`config.mk`:
```
export PLATFORM = sky130hd
export DESIGN_NAME = button_input
export DESIGN_NICKNAME = d
export VERILOG_FILES = /design/src/rtl/button_input.sv
export SDC_FILE = /design/constraint.sdc
export NUM_CORES = 1
export LEC_CHECK = 0
export CAP_MARGIN = 20
export CORE_UTILIZATION = 55
export CTS_BUF_LIST = sky130_fd_sc_hd__clkbuf_8
export CTS_CLUSTER_SIZE = 8
export DETAILED_ROUTE_END_ITERATION = 8
export PLACE_DENSITY = 0.82
export SKIP_CTS_REPAIR_TIMING = 1
export SLEW_MARGIN = 20
export SYNTH_ARGS = -nofsm -noshare
export SYNTH_HDL_FRONTEND = slang
export SYNTH_SLANG_ARGS = --single-unit
```
`constraint.sdc`:
```
create_clock -name CLK -period 2.57 [get_ports CLK]
set_input_delay 0.514 -clock CLK [delete_from_list [all_inputs] [get_ports CLK]]
set_output_delay 0.514 -clock CLK [all_outputs]
set_load 0.005 [all_outputs]
```
`src/rtl/button_input.sv`:
```
// button_input
// Conditions raw push-button pins into clean signals that are synchronous to CLK.
// Each channel has the same datapath, independent of the others:
// polarity normalisation, a 2-flop synchronizer, a counter-based debounce,
// a registered debounced level and registered one-cycle press/release pulses.
//
// Optional feature macro: BUTTON_INPUT_LONG_PRESS_EN
//   When it is defined, the block gains a LONG_BITS parameter and a LONG output.
//   LONG gives a single one-cycle pulse for each press that has been held
//   for 2^LONG_BITS-1 cycles after PRESS.
//
// Ports:
//   CLK      in   system clock
//   RST      in   synchronous reset, active-high
//   BTN      in   [N_BUTTONS] raw asynchronous button pins
//   STATE    out  [N_BUTTONS] debounced level, 1 = pressed
//   PRESS    out  [N_BUTTONS] one-cycle pulse on a debounced 0->1 transition
//   RELEASE  out  [N_BUTTONS] one-cycle pulse on a debounced 1->0 transition
//   LONG     out  [N_BUTTONS] one-cycle long-press pulse (macro builds only)
module button_input #(
    parameter int N_BUTTONS     = 3,
    parameter int DEBOUNCE_BITS = 16,
    parameter int ACTIVE_LOW    = 0
`ifdef BUTTON_INPUT_LONG_PRESS_EN
    ,
    parameter int LONG_BITS     = 24
`endif
) (
    input  logic                 CLK,
    input  logic                 RST,
    input  logic [N_BUTTONS-1:0] BTN,
    output logic [N_BUTTONS-1:0] STATE,
    output logic [N_BUTTONS-1:0] PRESS,
    output logic [N_BUTTONS-1:0] RELEASE
`ifdef BUTTON_INPUT_LONG_PRESS_EN
    ,
    output logic [N_BUTTONS-1:0] LONG
`endif
);

    localparam logic [DEBOUNCE_BITS-1:0] DB_MAX = '1;
    localparam logic [DEBOUNCE_BITS-1:0] DB_ONE = {{(DEBOUNCE_BITS-1){1'b0}}, 1'b1};

    logic [N_BUTTONS-1:0]     raw;
    logic [N_BUTTONS-1:0]     s1_q, s1_d;
    logic [N_BUTTONS-1:0]     s2_q, s2_d;
    logic [N_BUTTONS-1:0]     state_q, state_d;
    logic [N_BUTTONS-1:0]     press_q, press_d;
    logic [N_BUTTONS-1:0]     release_q, release_d;
    logic [DEBOUNCE_BITS-1:0] cnt_q [N_BUTTONS];
    logic [DEBOUNCE_BITS-1:0] cnt_d [N_BUTTONS];

    // Normalise polarity so that 1 always means pressed. The reset value 0
    // of the synchronizer is then the inactive level for either polarity.
    always_comb begin
        raw = (ACTIVE_LOW != 0) ? ~BTN : BTN;
    end

    // Synchronizer stage
    always_comb begin
        s1_d = raw;
        s2_d = s1_q;
    end

    // Debounce stage: the counter measures how long s2 has disagreed with
    // STATE without a break. Any agreement clears it, which rejects glitches.
    // The pulses are computed together with the new level so that they
    // register on the same edge as STATE.
    always_comb begin
        state_d   = state_q;
        press_d   = '0;
        release_d = '0;
        for (int i = 0; i < N_BUTTONS; i++) begin
            cnt_d[i] = cnt_q[i];
            if (s2_q[i] == state_q[i]) begin
                cnt_d[i] = '0;
            end else if (cnt_q[i] == DB_MAX) begin
                cnt_d[i]     = '0;
                state_d[i]   = s2_q[i];
                press_d[i]   = s2_q[i];
                release_d[i] = ~s2_q[i];
            end else begin
                cnt_d[i] = cnt_q[i] + DB_ONE;
            end
        end
    end

    always_ff @(posedge CLK) begin
        if (RST) begin
            s1_q      <= '0;
            s2_q      <= '0;
            state_q   <= '0;
            press_q   <= '0;
            release_q <= '0;
            for (int i = 0; i < N_BUTTONS; i++) begin
                cnt_q[i] <= '0;
            end
        end else begin
            s1_q      <= s1_d;
            s2_q      <= s2_d;
            state_q   <= state_d;
            press_q   <= press_d;
            release_q <= release_d;
            for (int i = 0; i < N_BUTTONS; i++) begin
                cnt_q[i] <= cnt_d[i];
            end
        end
    end

    assign STATE   = state_q;
    assign PRESS   = press_q;
    assign RELEASE = release_q;

`ifdef BUTTON_INPUT_LONG_PRESS_EN
    localparam logic [LONG_BITS-1:0] HOLD_MAX = '1;

    // Increment that stops at all-ones, so a held button never wraps around
    // and cannot produce a second LONG pulse.
    function automatic logic [LONG_BITS-1:0] sat_inc(input logic [LONG_BITS-1:0] v);
        logic [LONG_BITS-1:0] r;
        r = (v == HOLD_MAX) ? v : v + {{(LONG_BITS-1){1'b0}}, 1'b1};
        return r;
    endfunction

    logic [N_BUTTONS-1:0] long_q, long_d;
    logic [LONG_BITS-1:0] hold_q [N_BUTTONS];
    logic [LONG_BITS-1:0] hold_d [N_BUTTONS];

    // Long-press stage: the hold counter is 0 on the PRESS edge and counts
    // one per cycle afterwards. LONG fires only on the cycle where the
    // counter first reaches saturation.
    always_comb begin
        long_d = '0;
        for (int i = 0; i < N_BUTTONS; i++) begin
            if (!state_d[i] || press_d[i]) begin
                hold_d[i] = '0;
            end else begin
                hold_d[i] = sat_inc(hold_q[i]);
            end
            long_d[i] = state_d[i] && !press_d[i] &&
                        (hold_d[i] == HOLD_MAX) && (hold_q[i] != HOLD_MAX);
        end
    end

    always_ff @(posedge CLK) begin
        if (RST) begin
            long_q <= '0;
            for (int i = 0; i < N_BUTTONS; i++) begin
                hold_q[i] <= '0;
            end
        end else begin
            long_q <= long_d;
            for (int i = 0; i < N_BUTTONS; i++) begin
                hold_q[i] <= hold_d[i];
            end
        end
    end

    assign LONG = long_q;
`endif

endmodule

```
==> reports/metrics.csv, run 1 <==
stage,metric,value,unit
setup_path,Critical Path RT,2770,ps
logic_synthesis,post-synthesis cell count,289,
floorplan,Die Span Y,70.9,microns
power,Pleak,0.893,nW
floorplan,die area,0.00503,sq mm
detailed_routing,routed length per instance,12.1,microns
setup_path,CP max stage delay,570,ps
cts,Clock Sinks,63,
setup_path,"delay-heaviest family, CP",simple AND/OR/NAND/NOR gates,
logic_synthesis,Synth Register Bits,63,
setup_path,Crit. End Element,register,
final_layout,P&R area growth vs syn,14.6,%
final_layout,final design utilization,66.9,%
sta,Worst Tran Pin Value,622,ps
logic_synthesis,xor-xnor portion of the synthesized cell area,13.1,%
cts,Worst-Skew Late Latency,330,ps
setup_path,WS Path Type,reg2reg,
detailed_routing,final WL,4410,microns
logic_synthesis,number of synthesized flops with an enable pin,0,
logic_synthesis,Yosys top cell area share,48.3,%
sta,fin. max-slew vios,0,
sta,TNS Setup,0,ps
global_routing,total track usage,20.4,%
setup_path,CP Max Fanout,13,
cts,clk buf depth,2,
setup_path,Critical Path Start Type,register,
detailed_routing,iteration count of the initial detailed-routing pass,6,
cts,CTS tree,built,
floorplan,core area,0.00447,sq mm
sta,final clock skew,6.73,ps
final_layout,Total Nets Final,316,
logic_synthesis,ys async rst share,0,%
min_path,Worst Hold Class,reg2reg,
logic_synthesis,syn avg cell area,9.04,sq um
setup_path,reg2reg end,cnt_q[0][3],
place,placed insts,349,
floorplan,Die W,70.9,microns
setup_path,FF-to-FF setup slack,480,ps
logic_synthesis,area share of and/or/nand/nor cells after synthesis,30.2,%
global_routing,largest net degree at the start of global routing,16,
logic_synthesis,Synth area leader,dfxtp_1,
setup_path,CP Data Arrival Time,2290,ps
logic_synthesis,area share of fa/ha/maj cells after synthesis,1.44,%
logic_synthesis,synthesized net count,297,
cts,root buf cell,clkbuf_8,
setup_path,reg2reg path depth,5,
sta,Fmax,478,MHz
setup_path,CP max-delay cell,or4_4,
min_path,Cells on Worst Hold Path,1,
place,port buffer count,13,
global_routing,initial antenna violation count,0,
setup_path,worst flop-to-flop path startpoint,cnt_q[0][0],
final_layout,register area,0.00126,sq mm
cts,Clock transition at path regs,60,ps
sta,Final min period,2090,ps
final_layout,most frequent cells in the layout,"dfxtp_1, nor2_1, xnor2_1",
logic_synthesis,combinational family with the most area after synthesis,simple AND/OR/NAND/NOR gates,
floorplan,Site Rows,24,
logic_synthesis,top_reg_cell synth,dfxtp_1,
sta,RSZ-0062 raised after global routing,no,
sta,Min Hold Slack,439,ps
final_layout,final std cells w/o fill,364,
detailed_routing,total number of vias,1977,
final_layout,area used by multi-input combinational logic,0.00129,sq mm
setup_path,CP cell instances,"ha_1, inv_1, or4_4, o21ai_2, nor2_1",
detailed_routing,initial DRC count,73,
sta,Setup Viol. Count Final,0,
global_routing,via count of the first global-routing pass,1793,
setup_path,Buf/Inv on CP,1,
run_status,failing checks,design-rule violations,
logic_synthesis,mux contribution to synthesized area,0,%
run_status,status,finished with violations,
global_routing,Congestion Overflow GR,0,
sta,Tcrit/Tclk final,81.4,%
floorplan,Initial Utilization,58.4,%
logic_synthesis,Post-Syn Area,0.00261,sq mm
sta,Hold Fails Final Rpt,0,
global_routing,first-pass GRT wire length,7860,microns
detailed_routing,ANT nets after route,0,
final_layout,Ant. Diodes,0,
detailed_routing,Avg Vias per Cell,5.43,
sta,Slew headroom,58.5,%
logic_synthesis,Synth Warn #,0,
final_layout,# fillers,392,
job,Max Cap Violations,0,
floorplan,num ports,14,
final_layout,layout cells sized above 1,9.62,%
logic_synthesis,compound-cell area share of the yosys netlist,4.79,%
final_layout,"commonest non-fill, non-tap cell in the layout",dfxtp_1,
cts,CTS Buf Count,9,
min_path,endpoint of the worst hold path,s2_q[1],
logic_synthesis,register area share after synthesis,48.3,%
power,Pwr Density,617,mW/mm^2
logic_synthesis,"top cells by area, synth","dfxtp_1, xnor2_1, nor2_1",
place,RD Place Congestion,0.809,
cts,CTS HTree Levels,3,
power,Worst VDD drop,0.465,mV
logic_synthesis,synth unique cells,35,
detailed_routing,number of remaining DRC errors,4,
min_path,min-delay src,s1_q[1],
place,DP HPWL,3100,microns
-- Yosys cell counts (all sizes together) (2+ instances only) --
cell type   n
dfxtp      63
o21ai       6
and4        4
nand4      13
xnor2      29
ha          3
nand2b      5
buf         3
xor2       10
a21oi       5
nor3       13
clkbuf      5
nand3      18
and3        3
nor4       10
nor2b       8
o31ai       2
or4         4
inv         7
nand2      16
nor4b       2
nor2       51
or2         2
a31o        2
-- report_power, final --
part	switching [mW]	leakage (nW)	total (mW)	internal, mW
clock	0.344	0.105	0.833	0.490
combinational	0.0140	0.279	0.0262	0.0122
sequential	0.00438	0.509	0.987	0.982
total	0.362	0.893	1.85	1.48
-- area by class of cell --
type	instances	share of cell area (%)
Timing Repair Buffer	16	5.10
Inverter	7	0.878
Sequential cell	63	42.1
Clock buffer	11	5.06
Tap cell	52	2.17
Clock inverter	4	1.50
Multi-Input combinational cell	211	43.2
-- logic make-up (layout without fill, tap and decap cells) --
group | count (synthesis) | in the layout
AOI/OAI and AO/OA | 19 | 19
buffers and inverters | 15 | 38
and+or+nand+nor | 150 | 150
DFF | 63 | 63
adders and majority gates | 3 | 3
xor gates and xnor gates | 39 | 39
-- worst reg2reg max path: cells and delay by family (launching register included) --
kind | cells | cell delay (ps)
flops | 1 | 410
buf+inv | 1 | 100
fa+ha+maj | 1 | 290
simple gates | 2 | 680
compound gates | 1 | 480
-- worst max-delay path by stage --
stage | startpoint | end | slack [ps] | depth (start not counted)
detailed placement | cnt_q[0][0] | cnt_q[0][6] | 470 | 5
global route | cnt_q[0][0] | cnt_q[0][4] | 230 | 5
CTS | cnt_q[0][0] | cnt_q[0][6] | 440 | 5
floorplan | cnt_q[0][0] | cnt_q[0][1] | 780 | 5
global placement | cnt_q[0][0] | cnt_q[0][4] | 580 | 5
finish | cnt_q[0][0] | cnt_q[0][3] | 480 | 5
-- metal layers --
metal | wire length, microns | track usage (%) | share of wire [%] | vias up
li1 | - | - | - | 1037
met1 | 2190 | 25.1 | 50 | 910
met2 | 2010 | 31.7 | 46 | 23
met3 | 159 | 8.97 | 3.6 | 7
met4 | 49 | 7.33 | 1.1 | 0
met5 | 0 | 0 | 0 | -
-- stage by stage --
step / power, mW / setup slack (ps) / cell area [sq um]
6_report: 1.85 / 479 / 2990
5_1_grt: 1.92 / 234 / 2990
4_1_cts: 1.87 / 442 / 2990
3_5_place_dp: 1.03 / 466 / 2800
3_3_place_gp: 1.03 / 578 / 2800
2_1_floorplan: 1.02 / 777 / 2610
-- state kept, by name, indices dropped and copies added (netlist names) --
name	count
s1_q	3
cnt_q	48
STATE	3
s2_q	3
RELEASE	3
PRESS	3
Power figures use the tool's default switching activity.
==> inputs of run 2 (changes only) <==
==> constraint.sdc (replaced) <==
create_clock -name CLK -period 2.05 [get_ports CLK]
set_input_delay 0.41 -clock CLK [delete_from_list [all_inputs] [get_ports CLK]]
set_output_delay 0.41 -clock CLK [all_outputs]
set_load 0.005 [all_outputs]
==> reports/metrics.csv, run 2 (same netlist as run 1, synthesis figures left out) <==
stage,metric,value,unit,change
power,"Power, Total",2.16,mW,+17%
power,Worst VDD drop,0.424,mV,-8.7%
run_status,status,"complete, no violations",,
setup_path,CP Max Fanout,5,,-8
power,Sw Ratio,19.8,%,+0.23 points
final_layout,Biggest register,cnt_q,,
sta,Worst Tran Pin Value,425,ps,-198 ps
cts,Clock transition at path regs,60,ps,about the same
sta,Min Hold Slack,436,ps,-2.74 ps
power,Pwr Density,711,mW/mm^2,+15%
final_layout,layout cells sized above 1,11.5,%,+1.9 points
cts,Worst-Skew Late Latency,330,ps,about the same
final_layout,final design utilization,67.9,%,+0.95 points
setup_path,Critical Path RT,2290,ps,-480 ps
cts,Clock Sinks,63,,unchanged
sta,RSZ-0062 raised after global routing,no,,
final_layout,P&R area growth vs syn,16.2,%,
floorplan,core area,0.00447,sq mm,unchanged
sta,Fmax,560,MHz,+17%
sta,Setup Viol. Count Final,0,,unchanged
min_path,Worst Hold Class,reg2reg,,
setup_path,CP cell instances,"ha_1, inv_1, or4_4, or2_4, nor4b_2",,
detailed_routing,routed length per instance,12.0,microns,-1.0%
final_layout,Total Nets Final,326,,+3.2%
cts,CTS tree,built,,
floorplan,Initial Utilization,58.4,%,unchanged
floorplan,Site Rows,24,,unchanged
global_routing,Congestion Overflow GR,0,,unchanged
setup_path,reg2reg path depth,5,,unchanged
setup_path,reg2reg end,RELEASE[0],,
setup_path,Critical path origin,cnt_q[0][0],,
setup_path,FF-to-FF setup slack,270,ps,-210 ps
cts,CTS Buf Count,9,,unchanged
power,power share of the sequential group,57.3,%,+3.9 points
place,RD Place Congestion,0.817,,+0.91%
setup_path,worst flop-to-flop path startpoint,cnt_q[0][0],,
detailed_routing,iteration count of the initial detailed-routing pass,6,,unchanged
sta,final clock skew,4.19,ps,-2.53 ps
sta,Hold Fails Final Rpt,0,,unchanged
sta,Slew headroom,71.4,%,+13 points
place,port buffer count,13,,unchanged
setup_path,Crit. End Element,register,,
global_routing,via count of the first global-routing pass,1817,,+1.3%
detailed_routing,initial DRC count,111,,+52%
power,Gate power share,1.7,%,+0.3 points
setup_path,CP max-delay cell,or4_4,,
power,Int Pwr,1.73,mW,+17%
detailed_routing,Avg Vias per Cell,5.29,,-2.6%
setup_path,Critical Path Start Type,register,,
floorplan,Die Span Y,70.9,microns,unchanged
final_layout,"commonest non-fill, non-tap cell in the layout",dfxtp_1,,
final_layout,# fillers,367,,-6.4%
power,P_sw,428,uW,+18%
place,Placement Setup Slack,277,ps,-188 ps
setup_path,Buf/Inv on CP,1,,unchanged
sta,Tcrit/Tclk final,87.0,%,+5.7 points
place,DP HPWL,3170,microns,+2.3%
detailed_routing,ANT nets after route,0,,unchanged
setup_path,WS Path Type,reg2reg,,
setup_path,"delay-heaviest family, CP",simple AND/OR/NAND/NOR gates,,
global_routing,largest net degree at the start of global routing,15,,-1
final_layout,Ant. Diodes,0,,unchanged
floorplan,die area,0.00503,sq mm,unchanged
sta,PnR worst setup slack,266,ps,-213 ps
final_layout,max FFs per register,48,,unchanged
global_routing,initial antenna violation count,0,,unchanged
power,clock share of power,41.0,%,-4.1 points
setup_path,Levels on crit path,5,,unchanged
sta,Final min period,1780,ps,-307 ps
power,Pleak,0.931,nW,+4.2%
cts,CTS HTree Levels,3,,unchanged
job,Max Cap Violations,0,,unchanged
final_layout,most frequent cells in the layout,"dfxtp_1, nor2_1, xnor2_1",,
global_routing,first-pass GRT wire length,7900,microns,+0.52%
floorplan,Die W,70.9,microns,unchanged
setup_path,end of the critical path,RELEASE[0],,
setup_path,CP Data Arrival Time,2030,ps,-260 ps
detailed_routing,total number of vias,1974,,-0.15%
sta,TNS Setup,0,ps,unchanged
sta,fin. max-slew vios,0,,unchanged
global_routing,total track usage,20.6,%,+0.21 points
cts,root buf cell,clkbuf_8,,
cts,clk buf depth,2,,unchanged
detailed_routing,final WL,4470,microns,+1.5%
floorplan,num ports,14,,unchanged
detailed_routing,number of remaining DRC errors,0,,-4
setup_path,CP max stage delay,570,ps,about the same
==> run 2: cell count changes in the layout (fill, tap and decap cells not counted), sizes merged <==
cell	previous run	this run
clkinv	3	1
bufinv	1	0
inv	7	9
buf	3	13
==> run 2: routing by layer <==
| metal | share of wire, % | track usage [%] | wire (microns) | vias up |
|---|---|---|---|---|
| met5 | 0 | 0 | 0 | - |
| met4 | 1.5 | 8.00 | 69 | 0 |
| met3 | 4.4 | 8.55 | 195 | 8 |
| met2 | 45 | 32.3 | 2030 | 27 |
| met1 | 49 | 25.3 | 2180 | 887 |
| li1 | - | - | - | 1052 |
==> run 2: layout make-up <==
type | count | area (sq um) | share of cell area [%]
Clock buffer | 11 | 151 | 4.99
Tap cell | 52 | 65.1 | 2.14
Sequential cell | 63 | 1260 | 41.5
Inverter | 7 | 26.3 | 0.865
Timing Repair Buffer | 26 | 228 | 7.50
Multi-Input combinational cell | 211 | 1290 | 42.6
Clock inverter | 3 | 12.5 | 0.412
==> run 2: worst min path at each step <==
| stage | startpoint | endpoint | depth (start not counted) |
|---|---|---|---|
| final | s1_q[1] | s2_q[1] | 1 |
| after global routing | s1_q[2] | s2_q[2] | 1 |
| after CTS | s1_q[2] | s2_q[2] | 1 |
| after detailed placement | s1_q[2] | s2_q[2] | 1 |
| after global placement | s1_q[1] | s2_q[1] | 1 |
| after floorplan | s1_q[0] | s2_q[0] | 1 |
==> run 2: per-stage QoR <==
| stage | std cells | instance area, sq um |
|---|---|---|
| finish | 373 | 3040 |
| global route | 373 | 3040 |
| CTS | 373 | 3040 |
| detailed placement | 359 | 2870 |
| global placement | 359 | 2870 |
| floorplan | 289 | 2610 |
==> run 2: power by group through the flow <==
stage | Clock, mW | Sequential, mW | Combinational [mW]
3_3_place_gp | 0 | 1.26 | 0.0372
2_1_floorplan | 0 | 1.26 | 0.0211
3_5_place_dp | 0 | 1.26 | 0.0373
4_1_cts | 0.921 | 1.24 | 0.0376
6_report | 0.885 | 1.24 | 0.0373
5_1_grt | 0.975 | 1.24 | 0.0414
==> inputs of run 3 (changes only) <==
--- a/config.mk
+++ b/config.mk
@@ -12,7 +12,6 @@
 export DETAILED_ROUTE_END_ITERATION = 8
 export PLACE_DENSITY = 0.82
 export SKIP_CTS_REPAIR_TIMING = 1
-export SLEW_MARGIN = 20
 export SYNTH_ARGS = -nofsm -noshare
 export SYNTH_HDL_FRONTEND = slang
 export SYNTH_SLANG_ARGS = --single-unit
==> results of run 3 <==
The final DEF is identical to that of run 2; final timing and power are the same.
